<file path="src/rtl/trdb_packet_scheduler.sv">
`default_nettype none
// ============================================================================
// Module   : trdb_packet_scheduler
// Brief    : Packet FIFO between priority and encapsulator; owns resync logic.
// Revision : 1.0
// ============================================================================
module trdb_packet_scheduler #(
    parameter int FIFO_DEPTH = 4,
    parameter int PAYLOAD_W  = 64,
    parameter int RESYNC_MAX = 16
) (
    input  logic                 clk_i,
    input  logic                 rst_i,
    input  logic                 enable_i,
    input  logic                 pkt_valid_i,
    input  logic [1:0]           packet_format_i,
    input  logic [1:0]           packet_f_sync_subformat_i,
    input  logic [PAYLOAD_W-1:0] payload_i,
    input  logic                 resync_rst_i,
    output logic                 out_valid_o,
    input  logic                 out_ready_i,
    output logic [1:0]           out_format_o,
    output logic [1:0]           out_subformat_o,
    output logic [PAYLOAD_W-1:0] out_payload_o,
    output logic                 max_resync_o,
    output logic                 drop_o,
    output logic [15:0]          drop_cnt_o,
    output logic                 busy_o
);

    localparam int AW = $clog2(FIFO_DEPTH);
    localparam int RW = $clog2(RESYNC_MAX + 1);
    localparam logic [RW-1:0] C_RCNT_MAX = RW'(RESYNC_MAX);

    typedef enum logic [1:0] {
        ST_IDLE  = 2'd0,
        ST_RUN   = 2'd1,
        ST_DRAIN = 2'd2
    } state_e;

    state_e                state_q, state_d;
    logic [AW:0]           wptr_q, wptr_d;
    logic [AW:0]           rptr_q, rptr_d;
    logic [1:0]            fmt_mem_q [FIFO_DEPTH];
    logic [1:0]            fmt_mem_d [FIFO_DEPTH];
    logic [1:0]            sub_mem_q [FIFO_DEPTH];
    logic [1:0]            sub_mem_d [FIFO_DEPTH];
    logic [PAYLOAD_W-1:0]  pay_mem_q [FIFO_DEPTH];
    logic [PAYLOAD_W-1:0]  pay_mem_d [FIFO_DEPTH];
    logic [RW-1:0]         rcnt_q, rcnt_d;
    logic                  force_sync_q, force_sync_d;
    logic                  drop_q, drop_d;
    logic [15:0]           drop_cnt_q, drop_cnt_d;

    logic                  empty;
    logic                  full;
    logic                  pop;
    logic                  is_sync;
    logic                  accept;
    logic                  drop;

    // Extra MSB on each pointer separates full (MSBs differ) from empty.
    assign empty   = (wptr_q == rptr_q);
    assign full    = (wptr_q[AW] != rptr_q[AW]) && (wptr_q[AW-1:0] == rptr_q[AW-1:0]);
    assign pop     = out_valid_o && out_ready_i;
    assign is_sync = (packet_format_i == 2'd3) && (packet_f_sync_subformat_i == 2'd0);
    assign accept  = (state_q == ST_RUN) && pkt_valid_i && (!full || pop);
    assign drop    = (state_q == ST_RUN) && pkt_valid_i && full && !pop;

    always_comb begin
        state_d      = state_q;
        force_sync_d = force_sync_q;
        case (state_q)
            ST_IDLE: begin
                if (enable_i) begin
                    state_d      = ST_RUN;
                    force_sync_d = 1'b1;
                end
            end
            ST_RUN: begin
                if (!enable_i) begin
                    state_d = ST_DRAIN;
                end
            end
            ST_DRAIN: begin
                if (enable_i) begin
                    state_d      = ST_RUN;
                    force_sync_d = 1'b1;
                end else if (empty) begin
                    state_d = ST_IDLE;
                end
            end
            default: state_d = ST_IDLE;
        endcase
        // Accept and drop are exclusive, so these never contend.
        if (drop) begin
            force_sync_d = 1'b1;
        end
        if (accept && is_sync) begin
            force_sync_d = 1'b0;
        end
    end

    always_comb begin
        wptr_d    = wptr_q;
        rptr_d    = rptr_q;
        fmt_mem_d = fmt_mem_q;
        sub_mem_d = sub_mem_q;
        pay_mem_d = pay_mem_q;
        if (accept) begin
            fmt_mem_d[wptr_q[AW-1:0]] = packet_format_i;
            sub_mem_d[wptr_q[AW-1:0]] = packet_f_sync_subformat_i;
            pay_mem_d[wptr_q[AW-1:0]] = payload_i;
            wptr_d                    = wptr_q + 1'b1;
        end
        if (pop) begin
            rptr_d = rptr_q + 1'b1;
        end
    end

    always_comb begin
        rcnt_d     = rcnt_q;
        drop_d     = drop;
        drop_cnt_d = drop_cnt_q;
        if ((accept && is_sync) || resync_rst_i) begin
            rcnt_d = '0;
        end else if (accept && (rcnt_q != C_RCNT_MAX)) begin
            rcnt_d = rcnt_q + 1'b1;
        end
        if (drop && (drop_cnt_q != 16'hFFFF)) begin
            drop_cnt_d = drop_cnt_q + 16'd1;
        end
    end

    always_ff @(posedge clk_i) begin
        if (rst_i) begin
            state_q      <= ST_IDLE;
            wptr_q       <= '0;
            rptr_q       <= '0;
            fmt_mem_q    <= '{default: '0};
            sub_mem_q    <= '{default: '0};
            pay_mem_q    <= '{default: '0};
            rcnt_q       <= '0;
            force_sync_q <= 1'b0;
            drop_q       <= 1'b0;
            drop_cnt_q   <= '0;
        end else begin
            state_q      <= state_d;
            wptr_q       <= wptr_d;
            rptr_q       <= rptr_d;
            fmt_mem_q    <= fmt_mem_d;
            sub_mem_q    <= sub_mem_d;
            pay_mem_q    <= pay_mem_d;
            rcnt_q       <= rcnt_d;
            force_sync_q <= force_sync_d;
            drop_q       <= drop_d;
            drop_cnt_q   <= drop_cnt_d;
        end
    end

    // Head fields are forced to zero while empty so stale slots never leak.
    assign out_valid_o     = !empty;
    assign out_format_o    = empty ? 2'd0 : fmt_mem_q[rptr_q[AW-1:0]];
    assign out_subformat_o = empty ? 2'd0 : sub_mem_q[rptr_q[AW-1:0]];
    assign out_payload_o   = empty ? '0   : pay_mem_q[rptr_q[AW-1:0]];
    assign max_resync_o    = (rcnt_q == C_RCNT_MAX) || force_sync_q;
    assign drop_o          = drop_q;
    assign drop_cnt_o      = drop_cnt_q;
    assign busy_o          = !empty || (state_q != ST_IDLE);

endmodule
`default_nettype wire

</file>
<file path="config.mk">
export PLATFORM = sky130hd
export DESIGN_NAME = trdb_packet_scheduler
export DESIGN_NICKNAME = d
export VERILOG_FILES = /design/src/rtl/trdb_packet_scheduler.sv
export SDC_FILE = /design/constraint.sdc
export NUM_CORES = 1
export LEC_CHECK = 0
export BUFFER_PORTS_ARGS = -buffer_cell sky130_fd_sc_hd__buf_2
export CORE_MARGIN = 2
export CORE_UTILIZATION = 60
export CTS_BUF_LIST = sky130_fd_sc_hd__clkbuf_16
export DETAILED_ROUTE_END_ITERATION = 8
export MAX_ROUTING_LAYER = met4
export PLACE_DENSITY = 0.82
export SYNTH_ARGS = -nofsm -noshare
export SYNTH_HDL_FRONTEND = slang
export SYNTH_SLANG_ARGS = --single-unit
export TNS_END_PERCENT = 20
</file>
<file path="constraint.sdc">
create_clock -name clk_i -period 3.9 [get_ports clk_i]
set_input_delay 0.195 -clock clk_i [delete_from_list [all_inputs] [get_ports clk_i]]
set_output_delay 0.195 -clock clk_i [all_outputs]
set_load 0.01 [all_outputs]
</file>
==> results of run 1 <==
==> cell type report <==
type,instances,area [um2],share of cell area [%]
Antenna cell,1,2.50,0.0162
Clock buffer,32,801,5.19
Clock inverter,23,133,0.859
Inverter,7,26.3,0.170
Multi-Input combinational cell,1089,6340,41.1
Sequential cell,303,6070,39.3
Tap cell,275,344,2.23
Timing Repair Buffer,253,1720,11.1
==> cell families (layout without fill, tap and decap cells) <==
kind of cell	count (synthesis)	in the layout	share of synthesized area (%)
flip-flops	303	303	46.8
other	0	1	0
XOR/XNOR	21	21	1.59
AND/OR/NAND/NOR	693	693	22.4
multiplexers	70	70	12.1
adder cells (fa/ha/maj)	8	8	0.772
buffers and inverters	128	315	4.39
AO/OA/AOI/OAI	297	297	12.0
==> final timing paths <==
kind / to / slack (ns) / depth (start not counted)
setup reg to reg: pay_mem_q[60]$_SDFFE_PP0P_ / 1.11 / 6
setup / recovery: out_payload_o[62] / 0.59 / 5
hold reg to reg: pay_mem_q[138]$_SDFFE_PP0P_ / 0.45 / 2
hold / removal: rcnt_q[2]$_SDFFE_PP0P_ / 0.02 / 4
==> worst max-delay path: cells and delay by family, from the launching register on <==
| family | cells | cell delay [ns] |
|---|---|---|
| buffers and inverters | 3 | 1.38 |
| muxes | 1 | 0.60 |
| DFF | 1 | 0.36 |
| and+or+nand+nor | 1 | 0.19 |
==> state kept, by name, indices dropped and copies added, names as in the netlist <==
signal        count
pay_mem_q       256
rcnt_q            5
drop_cnt_o       16
state_q           2
rptr_q            3
force_sync_q      1
wptr_q            3
drop_o            1
sub_mem_q         8
fmt_mem_q         8
==> synth_stat cells, drive strengths merged, types with 2 or more instances <==
| cell type | instances | area share (%) |
|---|---|---|
| nor2 | 27 | 0.78 |
| mux2i | 2 | 0.15 |
| nand3b | 3 | 0.17 |
| xnor2 | 7 | 0.59 |
| buf | 53 | 2.2 |
| or4 | 2 | 0.12 |
| nor4bb | 2 | 0.15 |
| o31ai | 2 | 0.12 |
| nand4 | 7 | 0.34 |
| o2111ai | 2 | 0.14 |
| o21ai | 3 | 0.20 |
| nand2 | 556 | 16 |
| dfxtp | 303 | 47 |
| or3 | 3 | 0.14 |
| nand3 | 5 | 0.19 |
| mux4 | 68 | 12 |
| a211oi | 2 | 0.12 |
| clkbuf | 68 | 2.0 |
| and4 | 4 | 0.27 |
| xor2 | 14 | 1.0 |
| and3 | 3 | 0.14 |
| ha | 8 | 0.77 |
| inv | 7 | 0.20 |
| o211ai | 6 | 0.35 |
| and2 | 73 | 3.5 |
| a21oi | 278 | 11 |
| nor3 | 2 | 0.077 |
==> cells in the final DEF (no fill, tap or decap), types with 4 or more instances in the layout <==
cell type / n
a21oi_1: 278
and2_1: 68
and2_2: 4
and4_1: 4
buf_2: 160
buf_4: 19
clkbuf_16: 32
clkinv_1: 5
clkinv_2: 7
dfxtp_1: 301
dlygate4sd3_1: 70
ha_1: 8
inv_1: 14
mux4_1: 4
mux4_2: 64
nand2_1: 552
nand2_2: 4
nand3_1: 5
nand4_1: 7
nor2_1: 27
o211ai_1: 6
xnor2_1: 5
xor2_1: 13
==> per-layer routing <==
metal	wire length, um	global-route usage, %	up-vias
met5	0	-	-
met4	789	8.79	0
met3	2740	5.42	70
met2	17200	51.9	485
met1	13600	37.6	5523
li1	-	-	5408
==> per-stage QoR <==
| step | setup WS (ns) | utilization (%) |
|---|---|---|
| global route | 0.367 | 73.2 |
| global placement | 1.13 | 65.5 |
| floorplan | 1.90 | - |
| detailed placement | 1.13 | 65.5 |
| finish | 0.586 | 73.2 |
| CTS | 0.546 | 73.2 |
==> power by group <==
group,internal (mW),switching (mW),leakage [nW]
logic,0.200,0.297,2.67
clock network,1.54,1.20,0.481
registers,3.13,0.0210,2.45
==> impl_metrics.py, run 1 <==
metrics = {
    "outcome": {
        "outcome": "finished, final reports clean",
    },
    "timing": {
        "finalClockSkew_ns": 0.0124,
        "tightestPinTransition_ns": 1.06,
        "final_hold_viol_count": 0,
        "slew_headroom_pct": 29.2,
        "whs_ns": 0.0227,
        "clock.fmax_mhz": 302,
        "setup_tns_ns": 0,
        "fin_crit_sh_pct": 85.0,
        "maxSlewViolCount": 0,
        "rsz0062_at_grt": "no",
        "fin_crit_ns": 3.31,
        "finalSetupViolations": 0,
    },
    "routing": {
        "wl_um": 34300,
        "drc_errors": 0,
        "avgRoutedWirePerCell_um": 17.3,
        "drt_iter0_markers": 1005,
        "antenna_left": 0,
        "dr.pass1.iters": 5,
        "vias": 11500,
        "via_per_inst": 5.79,
    },
    "power_and_ir_drop": {
        "total_power_mw": 6.39,
        "power_density_nw_per_um2": 414,
        "p_leak_nw": 5.60,
        "irDropWorstVdd_uv": 350,
    },
    "cts": {
        "clockRootBuffer": "clkbuf_16",
        "clk_pin_slew_worst_paths_ns": 0.07,
        "clk_latency_ns": 0.56,
        "cts_tree": "yes",
        "cts.sinks": 303,
        "cts_hold_buf": 70,
        "post_cts_buffers": 0,
        "htree_levels": 1,
        "cts_buffer_depth": 3,
        "numCtsBuffers": 30,
        "cts_resized": 0,
    },
    "final_layout": {
        "stdcell_count": 1983,
        "fill_cells": 1554,
        "syn_to_final_growth_pct": 19.1,
        "nNetsFinal": 1766,
        "drive_gt1_share_pct": 18.0,
        "final_cell_area_um2": 15400,
    },
    "setup_path": {
        "slowest_delay_ns": 0.75,
        "worst-setup-path-type": "register to output pin",
        "path_cells": "buf_4 -> buf_4 -> mux4_2 -> and2_1 -> buf_2",
        "crit_top_cell": "buf_4",
        "crit_start": "rptr_q[1]$_SDFFE_PP0P_",
        "worstSetupStartpointType": "register",
        "required_ns": 3.70,
        "crit-reg2reg-launch": "wptr_q[0]$_SDFFE_PP0P_",
        "critPathCaptureType": "output pin",
        "slowest_stage": "buf_4",
        "cp.arrival_ns": 3.12,
        "cp_max_fo": 41,
    },
    "synthesis": {
        "synthCells": 1520,
        "async_reset_ff_share_pct": 0,
        "synth_ff_type": "dfxtp_1",
        "ys_types": 45,
        "ys_ff_latch": 303,
        "synth_area_per_cell_um2": 8.53,
        "ys.warnings.count": 0,
        "synthesis.area_um2": 13000,
        "synth_edf_count": 0,
        "yosysSeqAreaShare_pct": 46.8,
        "syn-num-nets": 1602,
    },
    "die": {
        "io-pin-count": 162,
        "die_w_um": 151,
        "die-height_um": 151,
        "fp.coreArea_um2": 21100,
        "die_area_um2": 22800,
        "fp-row-count": 53,
        "start_util_pct": 61.5,
    },
    "global_route": {
        "grt_pass1_wl_um": 54500,
        "grt_antenna_before_repair": 0,
        "grt_overflow": 0,
        "grtUsageTotal_pct": 30.6,
        "grt_max_degree": 132,
        "grt_pass1_vias": 11100,
    },
    "place": {
        "hpwlAfterDp_um": 19700,
        "dp.cells": 1857,
        "placed_area_um2": 13800,
        "io_buffers": 161,
        "globalplace.congestion": 0.831,
    },
    "flow_run": {
        "maxCapViolations": 0,
    },
    "worst_hold_path": {
        "hp-class": "input port to register",
        "hp-start": "resync_rst_i",
    },
}
No activity file was read; power rests on OpenSTA's default activity.
==> inputs of run 2 (changes only) <==
- ABC_AREA: not set -> 1
- CORE_UTILIZATION: 60 -> 59
- PLACE_DENSITY: 0.82 -> 0.8
- clock period: 3.9 -> 3.3 ns (I/O delays scaled with it)
==> run 2 against run 1 <==
Synthesized cell count grew 34%. Non-clock buffer count down 1. Die area increased by 9.9%. Wire length increased by 21%. Total power increased by 40%. Clock skew hardly changed. Clock-buffer cell count up 5. Sequential share of layout area down 2.4 points. Clock power rose by 34%. Critical endpoint unchanged.
==> impl_metrics.py, run 2 <==
metrics = {
    "synthesis": {
        "yosysMostFrequentCell": "nand2_1",
        "syn-num-nets": 2122,
        "async_reset_ff_share_pct": 0,
        "synth_edf_count": 0,
        "synth_area_per_cell_um2": 6.88,
        "ys_types": 26,
        "yosysTopAreaCell": "dfxtp_1",
        "ys_top_cells_by_count": "nand2_1 (438), dfxtp_1 (303), nand3_1 (301)",
        "synthCells": 2040,
        "synth_top_area_share_pct": 43.2,
        "synthesis.area_um2": 14000,
        "netlist_top_cells_area": "dfxtp_1 (43%), nand2_1 (12%), nand3_1 (11%)",
        "ys_ff_latch": 303,
        "synth_ff_type": "dfxtp_1",
        "yosysSeqAreaShare_pct": 43.2,
        "ys.warnings.count": 0,
    },
    "flow_run": {
        "maxCapViolations": 0,
    },
    "timing": {
        "setup_tns_ns": 0,
        "finalClockSkew_ns": 0.0119,
        "whs_ns": 0.0312,
        "setup_ws_ns": 0.306,
        "finalSetupViolations": 0,
        "rsz0062_at_grt": "no",
        "fin_crit_sh_pct": 90.7,
        "clock.fmax_mhz": 334,
        "fin_crit_ns": 2.99,
        "maxSlewViolCount": 0,
        "slew_headroom_pct": 33.1,
        "final_hold_viol_count": 0,
        "tightestPinTransition_ns": 0.996,
    },
    "setup_path": {
        "crit_end": "out_payload_o[62]",
        "timing.reg2reg.worst_path_depth": 9,
        "slowest_stage": "buf_4",
        "crit-reg2reg-launch": "rptr_q[0]$_SDFFE_PP0P_",
        "critPathCaptureType": "output pin",
        "cp.arrival_ns": 2.83,
        "rrSetupSlack_ns": 0.75,
        "required_ns": 3.13,
        "path_depth": 7,
        "cp_top_family": "buffers and inverters",
        "slowest_delay_ns": 0.79,
        "crit_start": "rptr_q[0]$_SDFFE_PP0P_",
        "worst-setup-path-type": "register to output pin",
        "path_cells": "inv_4 -> buf_4 -> o21ai_0 -> o22ai_1 -> nand2_1 -> inv_1 -> buf_2",
        "crit_buf_inv": 4,
        "cp_max_fo": 88,
        "r2r-end": "pay_mem_q[30]$_SDFFE_PP0P_",
        "worstSetupStartpointType": "register",
    },
    "routing": {
        "vias": 14700,
        "via_per_inst": 5.90,
        "dr.pass1.iters": 6,
        "drt_iter0_markers": 1671,
        "avgRoutedWirePerCell_um": 16.6,
        "drc_errors": 0,
        "wl_um": 41500,
        "antenna_left": 0,
    },
    "power_and_ir_drop": {
        "power_density_nw_per_um2": 545,
        "irDropWorstVdd_uv": 395,
        "pwr-share-comb_pct": 17.1,
        "p_leak_nw": 6.55,
        "intPower_mw": 6.36,
        "net-switching-power_mw": 2.60,
        "p_sw_share_pct": 29.1,
        "clkPwrFrac_pct": 41.1,
        "seqPwrFrac_pct": 41.8,
    },
    "final_layout": {
        "final_cell_area_um2": 16400,
        "utilization_pct": 70.3,
        "largest_reg_flops": 256,
        "regMostFlops": "pay_mem_q",
        "drive_gt1_share_pct": 11.5,
        "nNetsFinal": 2233,
        "syn_to_final_growth_pct": 17.1,
        "layout_common_cells": "nand2_1 (437), nand3_1 (301), dfxtp_1 (301), a21oi_1 (297), nor2_1 (167)",
        "final_common_cell": "nand2_1",
    },
    "die": {
        "die_w_um": 158,
        "fp.coreArea_um2": 23400,
        "start_util_pct": 60.0,
        "die_area_um2": 25100,
        "die-height_um": 158,
        "io-pin-count": 162,
        "fp-row-count": 56,
    },
    "global_route": {
        "grt_pass1_vias": 13500,
        "grt_max_degree": 203,
        "grt_antenna_before_repair": 2,
        "grt_overflow": 0,
        "grt_pass1_wl_um": 66800,
        "grtUsageTotal_pct": 33.3,
    },
    "place": {
        "place_ws_ns": 0.907,
        "placed_area_um2": 14700,
        "io_buffers": 161,
        "hpwlAfterDp_um": 21400,
        "globalplace.congestion": 0.861,
    },
    "cts": {
        "cts_resized": 0,
        "cts_hold_buf": 68,
        "cts_tree": "yes",
        "clk_latency_ns": 0.51,
        "clk_pin_slew_worst_paths_ns": 0.06,
        "htree_levels": 2,
        "cts.sinks": 303,
        "post_cts_buffers": 0,
        "clockRootBuffer": "clkbuf_16",
        "cts_buffer_depth": 3,
        "numCtsBuffers": 35,
    },
    "outcome": {
        "outcome": "finished, final reports clean",
    },
    "worst_hold_path": {
        "hp-class": "input port to register",
    },
}
-- run 2: worst min-delay path by stage --
stage	from	endpoint	slack, ns	cells after the start
after CTS	packet_f_sync_subformat_i[1]	sub_mem_q[7]$_SDFFE_PP0P_	0.006	3
after detailed placement	enable_i	state_q[0]$_SDFFE_PP0P_	0.43	3
after floorplan	enable_i	state_q[0]$_SDFFE_PP0P_	0.29	2
after global placement	enable_i	state_q[0]$_SDFFE_PP0P_	0.42	3
final	out_ready_i	rptr_q[0]$_SDFFE_PP0P_	0.03	3
after global routing	packet_f_sync_subformat_i[1]	sub_mem_q[3]$_SDFFE_PP0P_	0.04	3
-- run 2: kinds of logic after synthesis --
kind of cell	after synthesis	share of synthesized area [%]
AOI/OAI and AO/OA	513	18.9
DFF	303	43.2
and+or+nand+nor	930	28.2
xor gates and xnor gates	5	0.312
adders and majority gates	8	0.713
buffers and inverters	281	8.72
-- run 2: area by class of cell --
| class | instances | area, um2 |
|---|---|---|
| sequential | 303 | 6070 |
| antenna | 2 | 5.00 |
| fill | 2005 | 6960 |
| clock buffer | 37 | 926 |
| inverter | 103 | 392 |
| tap | 319 | 399 |
| timing repair buffer | 252 | 1730 |
| clock inverter | 24 | 154 |
| multi-input combinational | 1456 | 6770 |
-- run 2: per-stage QoR --
step / instances / power, mW
global placement: 2365 / 5.25
global route: 2496 / 9.29
finish: 2496 / 8.96
detailed placement: 2365 / 5.26
floorplan: 2040 / 4.78
CTS: 2494 / 8.97
-- run 2: power by group through the flow --
stage                     registers [mW]  clock network, mW  logic, mW
after global placement              3.82                  0       1.42
after floorplan                     3.81                  0      0.968
after CTS                           3.75               3.72       1.50
final                               3.75               3.68       1.53
after detailed placement            3.83                  0       1.43
after global routing                3.75               3.85       1.69
-- run 2: worst min-delay path: stages --
cell	delay (ns)
buf_2	0.12
nand2_1	0.12
a21oi_1	0.08
-- run 2: routing by layer --
metal	up-vias	GRT usage [%]	part of all wire (%)
met5	-	-	0
met4	0	10.5	2.0
met3	88	5.33	8.6
met2	726	54.0	48
met1	6870	42.9	41
li1	7040	-	-
==> inputs of run 3 (changes only) <==
- CELL_PAD_IN_SITES_DETAIL_PLACEMENT: not set -> 0
- CELL_PAD_IN_SITES_GLOBAL_PLACEMENT: not set -> 2
- CORE_UTILIZATION: 59 -> 33
- GPL_TIMING_DRIVEN: not set -> 0
- PLACE_DENSITY: 0.8 -> not set
- PLACE_DENSITY_LB_ADDON: not set -> 0.1
- RECOVER_POWER: not set -> 50
==> run 3 against run 2 <==
Total power increased by 8.2%. Fmax decreased by 4.5%. Non-clock buffer count increased by 156. Clock skew decreased by 0.0022 ns. Combinational power increased by 15%. Design area increased by 5.5%. Sequential power about the same. Sequential share of layout area decreased by 2.0 points. Cell count increased by 15%. Critical path type unchanged. Critical endpoint is now out_payload_o[58]. Largest cell class unchanged. Largest power group is now clock.
==> impl_metrics.py, run 3 (same netlist as run 2, synthesis figures left out) <==
metrics = {
    "outcome": {
        "outcome": "finished, final reports clean",
    },
    "routing": {
        "drt_iter0_markers": 1117,
        "via_per_inst": 5.19,
        "avgRoutedWirePerCell_um": 19.2,
        "dr.pass1.iters": 6,
        "antenna_left": 0,
        "vias": 14900,
        "drc_errors": 0,
        "wl_um": 55100,
    },
    "global_route": {
        "grt_overflow": 0,
        "grt_antenna_before_repair": 0,
        "grt_pass1_vias": 14000,
        "grt_pass1_wl_um": 84400,
        "grt_max_degree": 13,
        "grtUsageTotal_pct": 25.3,
    },
    "final_layout": {
        "syn_to_final_growth_pct": 23.5,
        "insertedDiodeCount": 0,
        "layout_common_cells": "nand2_1 (438), nand3_1 (306), dfxtp_1 (303), a21oi_1 (297), buf_2 (171)",
        "largest_reg_flops": 256,
        "stdcell_count": 2875,
        "regMostFlops": "pay_mem_q",
        "drive_gt1_share_pct": 10.5,
        "final_cell_area_um2": 17300,
        "final_common_cell": "nand2_1",
        "nNetsFinal": 2392,
    },
    "die": {
        "start_util_pct": 33.5,
        "fp.coreArea_um2": 41900,
        "die_w_um": 210,
        "io-pin-count": 162,
        "die-height_um": 210,
        "die_area_um2": 44200,
        "fp-row-count": 75,
    },
    "setup_path": {
        "timing.reg2reg.worst_path_depth": 11,
        "slowest_delay_ns": 0.48,
        "path_cells": "buf_4 -> inv_4 -> clkbuf_1 -> clkbuf_1 -> o21ai_0 -> o22ai_1 -> nand2_1 -> inv_1 -> buf_2",
        "cp_max_fo": 10,
        "crit_buf_inv": 6,
        "required_ns": 3.13,
        "worstSetupStartpointType": "register",
        "cp_top_family": "buffers and inverters",
        "crit-reg2reg-launch": "rptr_q[1]$_SDFFE_PP0P_",
        "crit_top_cell": "clkbuf_1",
        "r2r-end": "pay_mem_q[115]$_SDFFE_PP0P_",
        "rrSetupSlack_ns": 0.29,
        "cp.arrival_ns": 2.97,
        "critPathCaptureType": "output pin",
        "slowest_stage": "clkbuf_1",
        "worst-setup-path-type": "register to output pin",
    },
    "cts": {
        "post_cts_buffers": 0,
        "numCtsBuffers": 38,
        "cts_buffer_depth": 3,
        "clockRootBuffer": "clkbuf_16",
        "clk_pin_slew_worst_paths_ns": 0.06,
        "cts_tree": "yes",
        "clk_latency_ns": 0.55,
        "htree_levels": 2,
        "cts.sinks": 303,
    },
    "worst_hold_path": {
        "hold_end": "rcnt_q[4]$_SDFFE_PP0P_",
        "hp-class": "input port to register",
        "hp-start": "resync_rst_i",
        "min_path_cells": 4,
    },
    "timing": {
        "fin_crit_ns": 3.13,
        "maxSlewViolCount": 0,
        "slew_headroom_pct": 23.7,
        "whs_ns": 0.0238,
        "finalClockSkew_ns": 0.00968,
        "tightestPinTransition_ns": 1.14,
        "clock.fmax_mhz": 319,
        "setup_tns_ns": 0,
        "rsz0062_at_grt": "no",
        "final_hold_viol_count": 0,
        "finalSetupViolations": 0,
        "fin_crit_sh_pct": 95.0,
    },
    "place": {
        "dp.cells": 2739,
        "hpwlAfterDp_um": 38200,
        "placed_area_um2": 15500,
        "io_buffers": 160,
        "globalplace.congestion": 0.808,
    },
    "power_and_ir_drop": {
        "irDropWorstVdd_uv": 272,
        "p_leak_nw": 6.82,
        "power_density_nw_per_um2": 559,
    },
    "flow_run": {
        "maxCapViolations": 0,
    },
}
==> run 3: cell count changes in the layout (fill, tap and decap cells not counted), sizes merged <==
cell	before	now
clkbuf	38	166
bufinv	2	4
inv	110	117
clkinv	15	7
buf	183	213
dlygate4sd3	68	70
diode	2	0
==> run 3: how the worst max path moves through the flow <==
stage | slack (ns) | startpoint | depth (start not counted) | to
global route | 0.04 | rptr_q[0]$_SDFFE_PP0P_ | 8 | out_payload_o[0]
detailed placement | 0.61 | wptr_q[1]$_SDFFE_PP0P_ | 6 | pay_mem_q[54]$_SDFFE_PP0P_
finish | 0.17 | rptr_q[1]$_SDFFE_PP0P_ | 9 | out_payload_o[58]
CTS | 0.12 | rptr_q[1]$_SDFFE_PP0P_ | 10 | out_payload_o[49]
floorplan | 1.62 | drop_cnt_o[0]$_SDFFE_PP0P_ | 8 | drop_cnt_o[14]$_SDFFE_PP0P_
global placement | 0.58 | wptr_q[1]$_SDFFE_PP0P_ | 6 | pay_mem_q[53]$_SDFFE_PP0P_
==> run 3: per-layer routing <==
metal / GRT usage, % / vias to the layer above / routed length (um)
li1: - / 7378 / -
met1: 34.4 / 7074 / 26000
met2: 39.7 / 390 / 25300
met3: 2.79 / 82 / 2540
met4: 7.65 / 0 / 1290
met5: - / - / 0
==> run 3: area by class of cell <==
cell class / count / area (um2)
clock buffers: 41 / 1030
flip-flops and latches: 303 / 6070
multi-input cells: 1456 / 6710
plain buffers: 178 / 796
repair buffers: 230 / 1480
fillers: 4645 / 24600
clock inverters: 25 / 208
inverters: 103 / 389
well taps: 539 / 674
==> run 3: metrics by stage <==
step | setup WS [ns] | util [%] | total power [mW]
global route | 0.0387 | 41.4 | 10.1
finish | 0.166 | 41.4 | 9.70
CTS | 0.116 | 41.6 | 9.82
floorplan | 1.62 | - | 4.78
detailed placement | 0.607 | 37.0 | 5.53
global placement | 0.579 | 37.0 | 5.54
==> run 3: what timing repair did <==
item                                    in CTS  in global routing
hold buffers                                70                  0
gates resized for setup                      0                  1
hold endpoints to repair                   277                  0
endpoints found under the setup margin       0                 11
==> run 3: worst reg2reg max path: cells and delay by family, from the launching register on <==
family	cells	cell delay [ns]
and+or+nand+nor	6	1.26
buffers and inverters	4	1.18
DFF	1	0.35
AOI/OAI and AO/OA	1	0.15
==> run 3: report_power, final <==
part	leakage (nW)	total (mW)	switching, mW	internal (mW)
sequential	2.45	3.74	0.0281	3.71
clock	0.657	4.20	1.67	2.53
combinational	3.71	1.76	1.25	0.516
total	6.82	9.70	2.94	6.76
